`src/rtl/mux41_rr_arbiter.sv`:
```
// Round-robin arbiter that shares one 4:1 mux among four requesters.
// A hold timer bounds each tenure so that no requester starves the others.
module mux41_rr_arbiter #(
   parameter int HOLD_MAX = 8,
   parameter int CNT_W    = 4
) (
   input  logic       clk,
   input  logic       rst_n,
   input  logic       en,
   input  logic [3:0] req,
   output logic [3:0] gnt,
   output logic       s1,
   output logic       s0,
   output logic       sel_valid
);

   typedef enum logic {IDLE, GRANT} state_t;

   state_t             state, state_nx;
   logic [1:0]         ptr, ptr_nx;
   logic [1:0]         sel, sel_nx;
   logic [CNT_W-1:0]   hold_cnt, hold_nx;
   logic [3:0]         gnt_nx;

   logic [1:0]         pick_start;
   logic [1:0]         pick_idx;
   logic [1:0]         cand;
   logic               pick_found;
   logic               release_owner;

   // The owner is always sel. On release the scan starts just past the owner.
   // An expired owner that is still requesting is therefore reached last.
   assign release_owner = (state == GRANT) &&
                          (!req[sel] || (hold_cnt == CNT_W'(HOLD_MAX)));
   assign pick_start    = (state == GRANT) ? sel + 2'd1 : ptr;

   // NOTE: every variable written in always_comb gets a default first, so no latch is inferred.
   always_comb begin
      pick_found = 1'b0;
      pick_idx   = pick_start;
      cand       = pick_start;
      for (int i = 0; i < 4; i++) begin
         cand = pick_start + 2'(i);
         if (!pick_found && req[cand]) begin
            pick_found = 1'b1;
            pick_idx   = cand;
         end
      end
   end

   always_comb begin
      state_nx = state;
      ptr_nx   = ptr;
      sel_nx   = sel;
      hold_nx  = hold_cnt;
      gnt_nx   = gnt;
      if (en) begin
         case (state)
            IDLE: begin
               if (pick_found) begin
                  state_nx = GRANT;
                  gnt_nx   = 4'b0001 << pick_idx;
                  sel_nx   = pick_idx;
                  hold_nx  = CNT_W'(1);
               end
            end
            GRANT: begin
               if (release_owner) begin
                  ptr_nx = sel + 2'd1;
                  if (pick_found) begin
                     gnt_nx  = 4'b0001 << pick_idx;
                     sel_nx  = pick_idx;
                     hold_nx = CNT_W'(1);
                  end else begin
                     state_nx = IDLE;
                     gnt_nx   = 4'b0000;
                     hold_nx  = '0;
                  end
               end else begin
                  hold_nx = hold_cnt + CNT_W'(1);
               end
            end
            default: begin
               state_nx = IDLE;
               gnt_nx   = 4'b0000;
            end
         endcase
      end
   end

   // NOTE: sequential state uses non-blocking assignments so all registers update together.
   always_ff @(posedge clk or negedge rst_n) begin
      if (!rst_n) begin
         state    <= IDLE;
         ptr      <= 2'd0;
         sel      <= 2'd0;
         hold_cnt <= '0;
         gnt      <= 4'b0000;
      end else begin
         state    <= state_nx;
         ptr      <= ptr_nx;
         sel      <= sel_nx;
         hold_cnt <= hold_nx;
         gnt      <= gnt_nx;
      end
   end

   // sel keeps its last value while idle, so the mux select does not glitch.
   assign s1        = sel[1];
   assign s0        = sel[0];
   assign sel_valid = |gnt;

endmodule

```
`config.mk`:
```
export PLATFORM = sky130hd
export DESIGN_NAME = mux41_rr_arbiter
export DESIGN_NICKNAME = d
export VERILOG_FILES = /design/src/rtl/mux41_rr_arbiter.sv
export SDC_FILE = /design/constraint.sdc
export NUM_CORES = 1
export LEC_CHECK = 0
export BUFFER_PORTS_ARGS = -buffer_cell sky130_fd_sc_hd__buf_2
export CAP_MARGIN = 20
export CORE_MARGIN = 10
export CORE_UTILIZATION = 54
export DETAILED_ROUTE_END_ITERATION = 12
export GPL_TIMING_DRIVEN = 0
export HOLD_SLACK_MARGIN = 0.03
export PLACE_DENSITY = 0.77
export REMOVE_ABC_BUFFERS = 1
export SYNTH_ARGS = -nofsm -noshare
export SYNTH_HDL_FRONTEND = slang
export SYNTH_SLANG_ARGS = --single-unit
```
`constraint.sdc`:
```
create_clock -name clk -period 1.9 [get_ports clk]
set_input_delay 0.19 -clock clk [delete_from_list [all_inputs] [get_ports clk]]
set_output_delay 0.19 -clock clk [all_outputs]
set_load 0.02 [all_outputs]
```
==> results.py, run 1 <==
metrics = {
    "outcome": {
        "status": "complete, no violations",
    },
    "global_route": {
        "first_global_vias": 719,
        "grt_overflow": 0,
        "track_usage_pct": 11.8,
        "grt_max_degree": 17,
        "antenna_found_initial": 0,
        "grt.met3_usage_pct": 4.03,
        "grt_first_pass_wirelength_mm": 3.36,
        "gr-max-usage-layer": "met2",
        "use_met1_pct": 14.4,
        "use_met2_pct": 19.6,
    },
    "route": {
        "ant_nets": 0,
        "dr.pass1.iters": 4,
        "routed_via_density": 6.07,
        "wirelength_mm": 1.96,
        "drcViolationCount": 0,
        "vias": 740,
        "wl_per_cell_um": 16.1,
        "first_iter_violations": 13,
    },
    "power_and_ir_drop": {
        "p_clk_share_pct": 11.8,
        "powerDensity_nw_per_um2": 1490,
        "p_seq_share_pct": 35.6,
        "switchingPower_mw": 0.644,
        "cellInternalPower_mw": 0.836,
        "totalPowerFinal_mw": 1.48,
        "pwr-share-comb_pct": 52.6,
        "peakVddDrop_v": 0.00119,
        "p_leak_nw": 0.437,
        "swShare_pct": 43.5,
    },
    "synthesis": {
        "avgSynthCellArea_um2": 10.0,
        "synth_xor_area_share_pct": 1.03,
        "synth_top_family_by_area": "compound AO/OA/AOI/OAI gates",
        "synth-edff-count": 0,
        "syn_inst": 85,
        "synth.top_cell.area_share_pct": 38.2,
        "yosysUniqueCellTypes": 36,
        "synth_mux_area_share_pct": 4.41,
        "yosysTopAreaCell": "dfrtp_1",
        "synthTopCellsByArea": "dfrtp_1 38%, a21oi_1 4.1%, o2bb2ai_1 4.1%",
        "ys_seq_area_share_pct": 38.2,
        "yosys.area_share.simple_pct": 19.7,
        "synth_compound_area_share_pct": 28.2,
        "syn-cell-area_um2": 852,
        "yosys-top-cells-count": "13 x dfrtp_1, 7 x a21oi_1, 6 x inv_1, 6 x nand2_1, 5 x nor2_1",
        "synth_fa_ha_area_share_pct": 2.94,
        "yosys_warnings": 0,
        "yosys_register_bits": 13,
        "synthFlopType": "dfrtp_1",
        "yosys.cell_count.top_type": "dfrtp_1",
        "async_reset_ff_share_pct": 100,
    },
    "floorplanning": {
        "io_pins": 14,
        "die_x_um": 59.7,
        "die-area_um2": 3570,
        "num_rows": 14,
        "start_util_pct": 56.6,
        "core_area_um2": 1510,
        "die_h_um": 59.7,
    },
    "setup_path": {
        "slowest_delay_ps": 500,
        "path_cells": "or3b_1, a21boi_2, o21bai_1, a21oi_1, mux2_4",
        "cp.required_ps": 2060,
        "reg2reg_from": "state",
        "critical_path.startpoint": "state",
        "cp_slowest_cell": "dfrtp_2",
        "crit_end": "sel[0]",
        "cpLargestDelayFamily": "flip-flops",
        "cp-start-kind": "register",
        "critPathMaxFanout": 13,
        "cp.depth": 5,
        "r2r-end": "sel[0]",
        "reg2reg_depth": 5,
        "reg2reg_slack_ps": 90,
        "crit_arrival_ps": 1980,
        "path_buf_inv": 0,
        "critical_path_class": "reg -> reg",
        "critPathCaptureType": "register",
    },
    "cts": {
        "clockRootBuffer": "clkbuf_4",
        "cts_max_level": 1,
        "cts.sinks": 13,
        "clk_latency_ps": 280,
        "clockBufferDepth": 2,
        "cts_tree": "yes",
        "clk_pin_slew_worst_paths_ps": 80,
        "cts_made_buffers": 3,
    },
    "sta": {
        "rsz0062_at_grt": "false",
        "tns_ps": 0,
        "maxSlewViolCount": 0,
        "worst_slew_pin_slew_ps": 447,
        "finalHoldViolCount": 0,
        "fin_crit_sh_pct": 95.5,
        "fmax_ghz": 0.551,
        "finalClockSkew_ps": 8.97,
        "period_needed_ps": 1810,
        "hold_ws_ps": 155,
        "slew_headroom_pct": 70.2,
        "finalSetupViolCount": 0,
    },
    "place": {
        "port_buffers": 13,
        "gp_routability_congestion": 0.806,
        "dpl.hpwl_mm": 1.38,
    },
    "final_layout": {
        "diodes": 0,
        "syn_to_final_growth_pct": 16.9,
        "drive_above_1_share_pct": 32.1,
        "final.fill_count": 134,
        "nets": 116,
    },
    "flow_run": {
        "drv_cap": 0,
    },
    "hold_path": {
        "hold_path.class": "in -> reg",
    },
}
-- power groups by stage --
stage          combinational (mW)  sequential, mW  clock, mW
2_1_floorplan               0.469           0.569          0
3_3_place_gp                0.693           0.524          0
3_5_place_dp                0.713           0.531          0
4_1_cts                     0.719           0.529      0.180
5_1_grt                     0.857           0.552      0.197
6_report                    0.779           0.527      0.174
-- cell type report --
cell class	count	area, um2	area share (%)
Sequential cell	13	328	32.9
Inverter	6	22.5	2.26
Multi-Input combinational cell	64	487	48.9
Tap cell	16	20.0	2.01
Clock buffer	4	26.3	2.64
Timing Repair Buffer	19	113	11.3
-- layer usage --
metal  part of all wire [%]  wire (um)
met2                     52       1020
met1                     43        843
met3                    4.1         80
met4                   0.46          9
met5                      0          0
-- worst min path at each step --
| stage | start | to | slack [ps] | cells past startpoint |
|---|---|---|---|---|
| floorplan | rst_n | gnt[0] | -110 | 0 |
| finish | en | state | 160 | 2 |
| global placement | rst_n | hold_cnt[1] | 90 | 1 |
| detailed placement | rst_n | hold_cnt[1] | 90 | 1 |
| global route | en | state | 170 | 2 |
| CTS | en | state | 160 | 2 |
-- flip-flops by register name, summed over array words and instances (netlist names) --
name / flops
state: 1
gnt: 4
sel: 2
hold_cnt: 4
ptr: 2
-- kinds of logic after synthesis --
family / count (synthesis)
buffers and inverters: 8
xor gates and xnor gates: 1
muxes: 2
AOI/OAI and AO/OA: 31
adders and majority gates: 2
and+or+nand+nor: 28
DFF: 13
-- layout by cell type, fill, tap and decap left out, types with 2 or more instances in the layout --
| master | n |
|---|---|
| nor2_1 | 5 |
| o211ai_1 | 2 |
| dfrtp_2 | 2 |
| buf_4 | 5 |
| nand3b_1 | 2 |
| dfrtp_1 | 11 |
| nand2_2 | 2 |
| ha_1 | 2 |
| a32o_1 | 2 |
| o21a_1 | 2 |
| nand2b_1 | 4 |
| or4_1 | 2 |
| o2bb2ai_1 | 4 |
| inv_1 | 6 |
| clkbuf_4 | 3 |
| nor2b_1 | 2 |
| buf_2 | 13 |
| o21ai_0 | 4 |
| nand2_1 | 6 |
| a21oi_1 | 7 |
-- stage by stage --
| step | cells | setup WS [ps] | cell area, um2 | utilization (%) |
|---|---|---|---|---|
| final | 122 | 85.5 | 996 | 66.1 |
| after global routing | 122 | 33.8 | 996 | 66.1 |
| after CTS | 117 | 67.4 | 951 | 63.1 |
| after detailed placement | 112 | 12.6 | 912 | 60.5 |
| after global placement | 112 | 16.4 | 912 | 60.5 |
| after floorplan | 83 | 22.9 | 827 | - |
-- what timing repair did --
item,in CTS,in global routing
endpoints found under the hold margin,13,0
pin swaps,0,0
endpoints found under the setup margin,1,3
resized for setup,2,1
cloned,0,0
hold buffers,1,0
buffers inserted,0,5
No activity file was read; power rests on OpenSTA's default activity.
==> run 2, diff against run 1 <==
Settings changed: BUFFER_PORTS_ARGS -buffer_cell sky130_fd_sc_hd__buf_2 to -buffer_cell sky130_fd_sc_hd__clkbuf_2.
==> run 2 against run 1 <==
  * Combinational power fell by 9.6%
  * Via count decreased by 5.0%
  * Clock-buffer cell count stayed put
  * Largest power group unchanged
  * Critical endpoint unchanged
  * Final area is 4.5% lower
  * Critical path type unchanged
  * Wire length is 9.5% lower
  * Sequential share of layout area is 1.6 points higher
  * Core utilization shrank 3.0 points
  * Setup slack got worse by 1.1 ps
  * Global-route usage is 0.65 points lower
==> results.py, run 2 (synthesis results as in run 1) <==
metrics = {
    "global_route": {
        "grt_first_pass_wirelength_mm": 3.11,
        "grt_overflow": 0,
        "antenna_found_initial": 0,
        "track_usage_pct": 11.2,
        "first_global_vias": 685,
        "grt_max_degree": 17,
    },
    "sta": {
        "worst_slew_pin_slew_ps": 443,
        "tns_ps": 0,
        "maxSlewViolCount": 0,
        "fmax_ghz": 0.551,
        "finalHoldViolCount": 0,
        "finalSetupViolCount": 0,
        "finalClockSkew_ps": 11.4,
        "slew_headroom_pct": 70.5,
        "rsz0062_at_grt": "false",
        "fin_ws_ps": 84.4,
        "fin_crit_sh_pct": 95.6,
        "period_needed_ps": 1820,
    },
    "place": {
        "dpl_worst_slack_ps": 12.2,
        "gp_routability_congestion": 0.823,
        "port_buffers": 13,
        "dpl.hpwl_mm": 1.33,
        "place_area_um2": 912,
    },
    "cts": {
        "cts_tree": "yes",
        "clk_pin_slew_worst_paths_ps": 90,
        "cts_made_buffers": 3,
        "clockBufferDepth": 2,
        "clockRootBuffer": "clkbuf_4",
        "clk_latency_ps": 280,
        "cts_max_level": 1,
        "cts_setup_buffers": 0,
        "cts.sinks": 13,
    },
    "power_and_ir_drop": {
        "p_leak_nw": 0.409,
        "totalPowerFinal_mw": 1.41,
        "powerDensity_nw_per_um2": 1480,
        "switchingPower_mw": 0.617,
        "cellInternalPower_mw": 0.791,
        "peakVddDrop_v": 0.000930,
        "swShare_pct": 43.8,
        "pwr-share-comb_pct": 50.0,
        "p_seq_share_pct": 37.6,
        "p_clk_share_pct": 12.4,
    },
    "route": {
        "dr.pass1.iters": 4,
        "ant_nets": 0,
        "drcViolationCount": 0,
        "vias": 703,
        "wl_per_cell_um": 15.2,
        "wirelength_mm": 1.77,
        "first_iter_violations": 13,
        "routed_via_density": 6.01,
    },
    "setup_path": {
        "critPathCaptureType": "register",
        "crit_arrival_ps": 1990,
        "cp.required_ps": 2070,
        "path_buf_inv": 0,
        "reg2reg_from": "sel[0]",
        "critical_path.startpoint": "sel[0]",
        "cp_slowest_cell": "mux4_2",
        "path_cells": "mux4_2, o21a_4, a21oi_4, mux2_4",
        "cpLargestDelayFamily": "multiplexers",
        "cp-start-kind": "register",
        "slowest_delay_ps": 530,
        "critPathMaxFanout": 8,
        "critical_path_class": "reg -> reg",
    },
    "floorplanning": {
        "die_h_um": 59.7,
        "start_util_pct": 56.6,
        "core_area_um2": 1510,
        "die-area_um2": 3570,
        "num_rows": 14,
        "io_pins": 14,
        "die_x_um": 59.7,
    },
    "final_layout": {
        "largestRegisters": "gnt (4), hold_cnt (4)",
        "nets": 111,
        "final_util_pct": 63.1,
        "syn_to_final_growth_pct": 11.6,
        "final.fill_count": 141,
        "final_common_cell": "clkbuf_2",
        "drive_above_1_share_pct": 27.7,
        "mostFrequentLayoutCells": "13 x clkbuf_2, 11 x dfrtp_1, 7 x a21oi_1, 6 x inv_1, 6 x nand2_1",
        "diodes": 0,
        "design_area_um2": 951,
    },
    "hold_path": {
        "hold_path.class": "in -> reg",
        "min_from": "en",
    },
    "outcome": {
        "status": "complete, no violations",
    },
    "flow_run": {
        "drv_cap": 0,
    },
}
[run 2: power groups by stage]
stage | sequential [mW] | combinational (mW) | clock, mW
after floorplan | 0.569 | 0.469 | 0
after global placement | 0.527 | 0.692 | 0
after global routing | 0.559 | 0.776 | 0.198
after detailed placement | 0.532 | 0.706 | 0
final | 0.529 | 0.704 | 0.174
after CTS | 0.529 | 0.710 | 0.180
[run 2: layout make-up]
cell class	instances	area [um2]	area share (%)
Tap cell	16	20.0	2.11
Sequential cell	13	328	34.5
Multi-Input combinational cell	64	479	50.4
Timing Repair Buffer	14	75.1	7.89
Clock buffer	4	26.3	2.76
Inverter	6	22.5	2.37
[run 2: path summary, 6_finish.rpt]
kind	depth (start not counted)	slack [ps]	end
worst min register to register	1	520	gnt[3]
max in group asynchronous	2	1300	state
worst max register to register	4	80	sel[0]
worst max-delay path	4	80	sel[0]
worst min-delay path	2	180	state
min in group asynchronous	2	320	hold_cnt[1]
[run 2: repair_timing]
item / CTS / global route
cloned: 0 / 0
resized for setup: 1 / 1
setup endpoints to repair: 1 / 4
hold endpoints to repair: 13 / 0
hold buffers: 1 / 0
[run 2: metal layers]
| metal | vias to the layer above | share of wire, % | global-route usage, % |
|---|---|---|---|
| met1 | 339 | 42 | 13.1 |
| met4 | 0 | 0.56 | 3.21 |
| met3 | 2 | 5.4 | 5.51 |
| met2 | 12 | 52 | 17.5 |
| met5 | - | 0 | 0 |
| li1 | 350 | - | - |
[run 2: stage by stage]
stage               hold WS (ps)  cells
floorplan                   -106     83
global placement            96.2    112
detailed placement           101    112
CTS                          170    117
global route                 191    117
finish                       179    117
